[config.mk]
export PLATFORM = sky130hd
export DESIGN_NAME = dpram_arbiter
export DESIGN_NICKNAME = d
export VERILOG_FILES = /design/src/rtl/dpram_arbiter.sv
export SDC_FILE = /design/constraint.sdc
export NUM_CORES = 1
export LEC_CHECK = 0
export ABC_AREA = 1
export ABC_CLOCK_PERIOD_IN_PS = 2000
export CAP_MARGIN = 40
export CORE_MARGIN = 1.5
export CORE_UTILIZATION = 41
export DETAILED_ROUTE_END_ITERATION = 10
export GPL_TIMING_DRIVEN = 0
export PLACE_DENSITY_LB_ADDON = 0.12
export SKIP_LAST_GASP = 1
export SYNTH_ARGS = -nofsm -noshare
export SYNTH_HDL_FRONTEND = slang
export SYNTH_SLANG_ARGS = --single-unit
[constraint.sdc]
create_clock -name clk -period 2 [get_ports clk]
set_input_delay 0.3 -clock clk [delete_from_list [all_inputs] [get_ports clk]]
set_output_delay 0.3 -clock clk [all_outputs]
set_load 0.01 [all_outputs]
[src/rtl/dpram_arbiter.sv]
// dpram_arbiter: zero-fills the shared 64x8 dual-port RAM after reset, then
// round-robin arbitrates two requesters independently onto its write and read ports.
module dpram_arbiter #(
    parameter int unsigned ADDR_W  = 6,
    parameter int unsigned DATA_W  = 8,
    parameter bit          INIT_EN = 1'b1
) (
    input  logic                  clk,
    input  logic                  reset,
    input  logic [1:0]            req_we,
    input  logic [2*ADDR_W-1:0]   req_wr_addr,
    input  logic [2*DATA_W-1:0]   req_wr_data,
    output logic [1:0]            wr_gnt,
    input  logic [1:0]            req_re,
    input  logic [2*ADDR_W-1:0]   req_rd_addr,
    output logic [1:0]            rd_gnt,
    output logic [1:0]            rd_valid,
    output logic [DATA_W-1:0]     rd_data,
    output logic                  init_done,
    output logic                  ram_we,
    output logic [ADDR_W-1:0]     ram_wr_addr,
    output logic [DATA_W-1:0]     ram_data_in,
    output logic                  ram_re,
    output logic [ADDR_W-1:0]     ram_rd_addr,
    input  logic [DATA_W-1:0]     ram_data_out
);

    typedef enum logic {ST_INIT, ST_RUN} state_t;
    localparam state_t RST_STATE = INIT_EN ? ST_INIT : ST_RUN;

    state_t              state_q, state_d;
    logic [ADDR_W-1:0]   init_cnt_q, init_cnt_d;
    logic                wr_last_q, rd_last_q;
    logic [1:0]          rd_own_q1, rd_own_q2;

    logic                we_d, re_d;
    logic [ADDR_W-1:0]   wa_d, ra_d;
    logic [DATA_W-1:0]   wd_d;

    // last = index of the requester granted most recently; on a tie the other one wins
    function automatic logic [1:0] rr_pick(input logic [1:0] req, input logic last);
        logic [1:0] g;
        unique case (req)
            2'b01:   g = 2'b01;
            2'b10:   g = 2'b10;
            2'b11:   g = last ? 2'b01 : 2'b10;
            default: g = 2'b00;
        endcase
        return g;
    endfunction

    always_comb begin
        state_d    = state_q;
        init_cnt_d = init_cnt_q;
        wr_gnt     = '0;
        rd_gnt     = '0;
        we_d       = 1'b0;
        wa_d       = '0;
        wd_d       = '0;
        re_d       = 1'b0;
        ra_d       = '0;
        unique case (state_q)
            ST_INIT: begin
                we_d       = 1'b1;
                wa_d       = init_cnt_q;
                init_cnt_d = init_cnt_q + 1'b1;
                if (init_cnt_q == '1)
                    state_d = ST_RUN;
            end
            ST_RUN: begin
                wr_gnt = rr_pick(req_we, wr_last_q);
                rd_gnt = rr_pick(req_re, rd_last_q);
                if (|wr_gnt) begin
                    we_d = 1'b1;
                    wa_d = wr_gnt[1] ? req_wr_addr[ADDR_W +: ADDR_W] : req_wr_addr[0 +: ADDR_W];
                    wd_d = wr_gnt[1] ? req_wr_data[DATA_W +: DATA_W] : req_wr_data[0 +: DATA_W];
                end
                if (|rd_gnt) begin
                    re_d = 1'b1;
                    ra_d = rd_gnt[1] ? req_rd_addr[ADDR_W +: ADDR_W] : req_rd_addr[0 +: ADDR_W];
                end
            end
        endcase
    end

    always_ff @(posedge clk or negedge reset) begin
        if (!reset) begin
            state_q     <= RST_STATE;
            init_cnt_q  <= '0;
            wr_last_q   <= 1'b1;
            rd_last_q   <= 1'b1;
            rd_own_q1   <= '0;
            rd_own_q2   <= '0;
            ram_we      <= 1'b0;
            ram_wr_addr <= '0;
            ram_data_in <= '0;
            ram_re      <= 1'b0;
            ram_rd_addr <= '0;
        end else begin
            state_q     <= state_d;
            init_cnt_q  <= init_cnt_d;
            if (|wr_gnt)
                wr_last_q <= wr_gnt[1];
            if (|rd_gnt)
                rd_last_q <= rd_gnt[1];
            // owner travels alongside the RAM's address register and its read-data register
            rd_own_q1   <= rd_gnt;
            rd_own_q2   <= rd_own_q1;
            ram_we      <= we_d;
            ram_wr_addr <= wa_d;
            ram_data_in <= wd_d;
            ram_re      <= re_d;
            ram_rd_addr <= ra_d;
        end
    end

    assign rd_valid  = rd_own_q2;
    assign rd_data   = ram_data_out;
    assign init_done = (state_q == ST_RUN);

endmodule

; ---- Word-level counts from Yosys, hierarchy flattened
; Index checks and enable logic that the tools add are counted.
[word_totals]
regBits = 35
out_inout_bits = 37
wordCells = 47
[op_classes]
add_sub_neg = 1
n_eq_ne = 7
mux = 23
bitwise = 1
reduce_logical = 4
[op_table]
columns = cell, n
row1 = two-way mux 6 bit, 5
row2 = two-way mux 8 bit, 3
row3 = two-way mux 2 bit, 6
row4 = one-hot mux 2 bit (3 select lines), 2
row5 = one-hot mux 6 bit (2 select lines), 1
row6 = == test 2 bit (second input constant), 4
row7 = OR reduction 2 bit, 4
row8 = adder 6 x 1 -> 6 bit (second input constant), 1
row9 = == test 6 bit (second input constant), 1
row10 = two-way mux 1 bit, 5
row11 = == test 2 x 1 -> 1 bit (second input constant), 2
row12 = one-hot mux 1 bit (2 select lines), 1
row13 = inverter 1 bit, 1

; ---- Logic depth before layout (Yosys ltp)
[logic_depth]
ltp_word = 6
ltp_mapped = 6

; ---- Worst setup path after synthesis
; OpenSTA, ideal clock, no wires.
[synth_timing]
path_type = register to output
from = reg rd_last_q
to = out rd_gnt[0]
arrival_time_ps = 1076
slack_ps = 624
path_stages_with_launch = 5
n_path_buf = 0
path_cell_list = dfstp_2 nand2_1 nand2_1 nand2_1 nor2_1
[synth_between]
elab_chain_len = 4
[synth_rtl]
columns = item, line
row1 = "start, declared", 33  ; logic wr_last_q, rd_last_q;
row2 = "start signal, assigned", 105  ; rd_last_q <= rd_gnt[1];
row3 = two-way mux 2 bit, 46  ; 2'b11: g = last ? 2'b01 : 2'b10;
row4 = one-hot mux 2 bit (3 select lines), 43  ; unique case (req)
row5 = two-way mux 2 bit (2 in a row), 62  ; unique case (state_q)
row6 = "end, declared", 16  ; output logic [1:0] rd_gnt,
; No other way between the ends. The select of a mux whose other input is x is not followed.

; ---- Final worst setup path
[layout_timing]
from = reg wr_last_q
to = out wr_gnt[0]
[layout_between]
elab_chain_len = 4
[layout_rtl]
columns = item, line
row1 = "start, declared", 33
row2 = "start signal, assigned", 103  ; wr_last_q <= wr_gnt[1];
row3 = two-way mux 2 bit, 46
row4 = one-hot mux 2 bit (3 select lines), 43
row5 = two-way mux 2 bit (2 in a row), 62
row6 = "end, declared", 13  ; output logic [1:0] wr_gnt,
; No other way between the ends. The select of a mux whose other input is x is not followed.

==> metrics.md <==
| Metric | Value |
|---|---|
| Status | finished clean |
| Pint | 1.14 mW |
| Iteration-0 DRC Markers | 45 |
| Syn Area/Cell | ~9.4 um^2 |
| Cts hold-fix bufs | 0 |
| Startpoint types | flop |
| Leak Pwr | 1.25 nW |
| First-pass GRT wire length | ~6100 um |
| Die area | between 0.004 and 0.005 mm^2 |
| Slew Limit Headroom | 0.502 |
| Final core occ | 0.697 |
| Cells after Synth | ~180 |
| GRT overflow | 0 |
| R2R Setup Slk | ~0.80 ns |
| Clock transition at path regs | roughly 0.070 ns |
| Synth warn | 0 |
| Final HPWL DP | about 2900 um |
| Part of the power in registers | 0.485 |
| Mapped Nets | 230 |
| Final Max Slew Viols | 0 |
| DRC | 0 |
| Peak supply drop | ~0.00046 V |
| Place WS | -0.277 ns |
| Critical path fanouts, max | 9 |
| Clk_skew | about 0.0053 ns |
| Core Footprint | between 0.003 and 0.004 mm^2 |
| Inserted Diodes | 0 |
| Worst-Margin Slew | 0.747 ns |
| Nets@finish | between 300 and 400 |
| Hold_ws | roughly 0.072 ns |
| Area share of fa/ha/maj cells after synthesis | 0.00758 |
| H-tree depth | 2 |
| Post-synth top area share | 0.500 |
| Synth Area in Simple Gates | 0.278 |
| Top cell type by total area after synthesis | dfrtp_1 |
| Total GRT Usage | 0.187 |
| # IOs | approximately 90 |
| DIE HEIGHT | between 60 and 70 um |
| Initial Utilization | 0.438 |
| Worst hold path class | primary input to asynchronous set/reset pin |
| Compound-Gate Fraction of Synth Area | 0.0637 |
| Largest family of logic cells by synthesized area | simple AND/OR/NAND/NOR gates |
| Synth top area cells | dfrtp_1 50%, nand2_1 7.3%, nor2_1 4.5%, buf_4 4.1%, nand3_2 3.6% |
| Vias | roughly 1.4k |
| Yosys reg bits | 35 |
| NetSw | roughly 0.33 mW |
| Clock Path Buffers | 2 |
| Power density cells | roughly 560 mW/mm^2 |
| Critical path required time | about 1.7 ns |
| Sequential share of the synthesized area | 0.532 |
| Crit path from | wr_last_q$_DFFE_PN1P_ |
| Final worst slack | 0.0940 ns |
| Comb power frac | 0.136 |
| Post-route cell area | between 0.002 and 0.003 mm^2 |
| RSZ-0062 raised after global routing | no |
| Area Overhead vs Synth | 59.2% |
| Post-Syn Area | ~0.0017 mm^2 |
| DRT antenna net count | 0 |
| Clock power share | 0.379 |
| Largest net degree at the start of global routing | 36 |
| FF-to-FF End | ram_wr_addr[0]$_DFF_PN0_ |
| Tot Pwr | 1.47 mW |
| Mux share of post-synthesis cell area | 0 |
| Distinct cells, synth | 25 |
| Critical R2R Launch | wr_last_q$_DFFE_PN1P_ |
| Vias/cell | roughly 4.5 |
| DRT Pass-1 Iters | 4 |
| XOR/XNOR share of the synthesized area | 0.0159 |
| Layout cells sized above 1 | 0.202 |
| Crit share post-route | 0.953 |
| Post-route minimum period | roughly 1.9 ns |
| Antenna violations before repair | 0 |
| FF-to-FF path depth | 6 |
| Vias in the first global route | between 1k and 1.5k |
| Switch share | 0.223 |
| Port Buffers | 80 |
| Rows | 22 |
| Avg WL per Cell | about 12 um |
| CTS sink count | 35 |
| Placed inst area | around 0.0025 mm^2 |
| Die width | 66.4 um |
| Num CTS Buffers | 5 |
| Count of endpoints failing setup in the final report | 0 |
| Post-Route WL | 3790 um |
| WP data arrival | roughly 1.6 ns |
| Top achievable clock speed | 0.525 GHz |
| Crit. End Element | output pin |
| Clock Latency Late Sink | 0.29 ns |
| CTS tree | yes |
| WS Path Type | flop to output pin |
| RD Place Congestion | 0.822 |
| Root buf cell | clkbuf_8 |
| Number of max-cap violations | 0 |
| Final hold vios | 0 |
| Setup crit end | wr_gnt[0] |
-- how the worst min path moves through the flow --
stage / from / endpoint / depth (start not counted)
finish: reset / ram_data_in[3]$_DFF_PN0_ / 1
global route: reset / ram_data_in[2]$_DFF_PN0_ / 1
CTS: reset / init_cnt_q[0]$_DFFE_PN0N_ / 1
detailed placement: rd_own_q1[0]$_DFF_PN0_ / rd_valid[0]$_DFF_PN0_ / 0
global placement: rd_own_q1[1]$_DFF_PN0_ / rd_valid[1]$_DFF_PN0_ / 0
floorplan: reset / init_cnt_q[0]$_DFFE_PN0N_ / 0
-- synth_stat cells, drive strengths merged --
cell type	number
nand2	40
dfrtp	33
nor2	26
inv	16
nand3	15
buf	13
o21ai	12
a21oi	6
nand3b	6
dfstp	2
xor2	2
ha	1
nand4	1
nor3	1
xnor2	1
-- registers in the layout (all words and copies together) (netlist names), 2 cells and up --
register     cells
init_cnt_q       6
ram_data_in      8
ram_rd_addr      6
ram_wr_addr      6
rd_own_q1        2
rd_valid         2
-- cells in the final DEF (no fill, tap or decap), types with 7 or more instances in the layout --
| master | synthesis | routed |
|---|---|---|
| clkdlybuf4s50_1 | 0 | 74 |
| dfrtp_1 | 33 | 32 |
| nand2_1 | 32 | 30 |
| nor2_1 | 20 | 20 |
| inv_1 | 14 | 14 |
| nand3_1 | 9 | 9 |
| buf_4 | 9 | 9 |
| o21ai_0 | 8 | 8 |
| nand2_2 | 7 | 7 |
| clkbuf_8 | 0 | 7 |
-- power groups by stage --
stage / combinational [mW] / sequential, mW / clock, mW
2_1_floorplan: 0.0746 / 0.726 / 0
3_3_place_gp: 0.199 / 0.726 / 0
3_5_place_dp: 0.199 / 0.726 / 0
4_1_cts: 0.202 / 0.713 / 0.576
5_1_grt: 0.221 / 0.713 / 0.603
6_report: 0.201 / 0.713 / 0.558
-- stage by stage --
step / instances / TNS [ns]
5_1_grt: 311 / 0
6_report: 311 / 0
3_3_place_gp: 303 / -4.02
4_1_cts: 311 / -0.160
2_1_floorplan: 175 / 0
3_5_place_dp: 303 / -0.951
-- critical path, cell delays in order, from the launching register on --
cell and delay [ns]:
dfstp_2 0.55, nand2_4 0.08, nand2_4 0.13, inv_2 0.11, nor3_1 0.14, dlygate4sd2_1 0.30
-- final cells by class --
type                       instances  area (um^2)
buffer                            13          113
tap                               48         60.1
multi-input combinational        111          618
timing repair buffer              80          793
sequential                        35          880
clock inverter                     1         7.51
inverter                          16         60.1
fill                             324         1140
clock buffer                       7         96.3
-- cells by family after synthesis --
group,after synthesis
simple gates,89
xor+xnor,3
fa+ha+maj,1
flops,35
compound gates,18
buf+inv,29
-- layer usage --
| layer | global-route usage | wire (um) |
|---|---|---|
| met5 | 0 | 0 |
| met2 | 0.306 | 1830 |
| met3 | 0.0460 | 249 |
| met1 | 0.234 | 1650 |
| met4 | 0.0765 | 58 |
-- timing repair --
| item | in CTS | in global routing |
|---|---|---|
| endpoints found under the hold margin | 0 | 0 |
| gates resized for setup | 9 | 2 |
| setup buffers | 0 | 0 |
| pin swaps | 1 | 0 |
| endpoints found under the setup margin | 4 | 1 |
(Power assumes the default switching activity.)
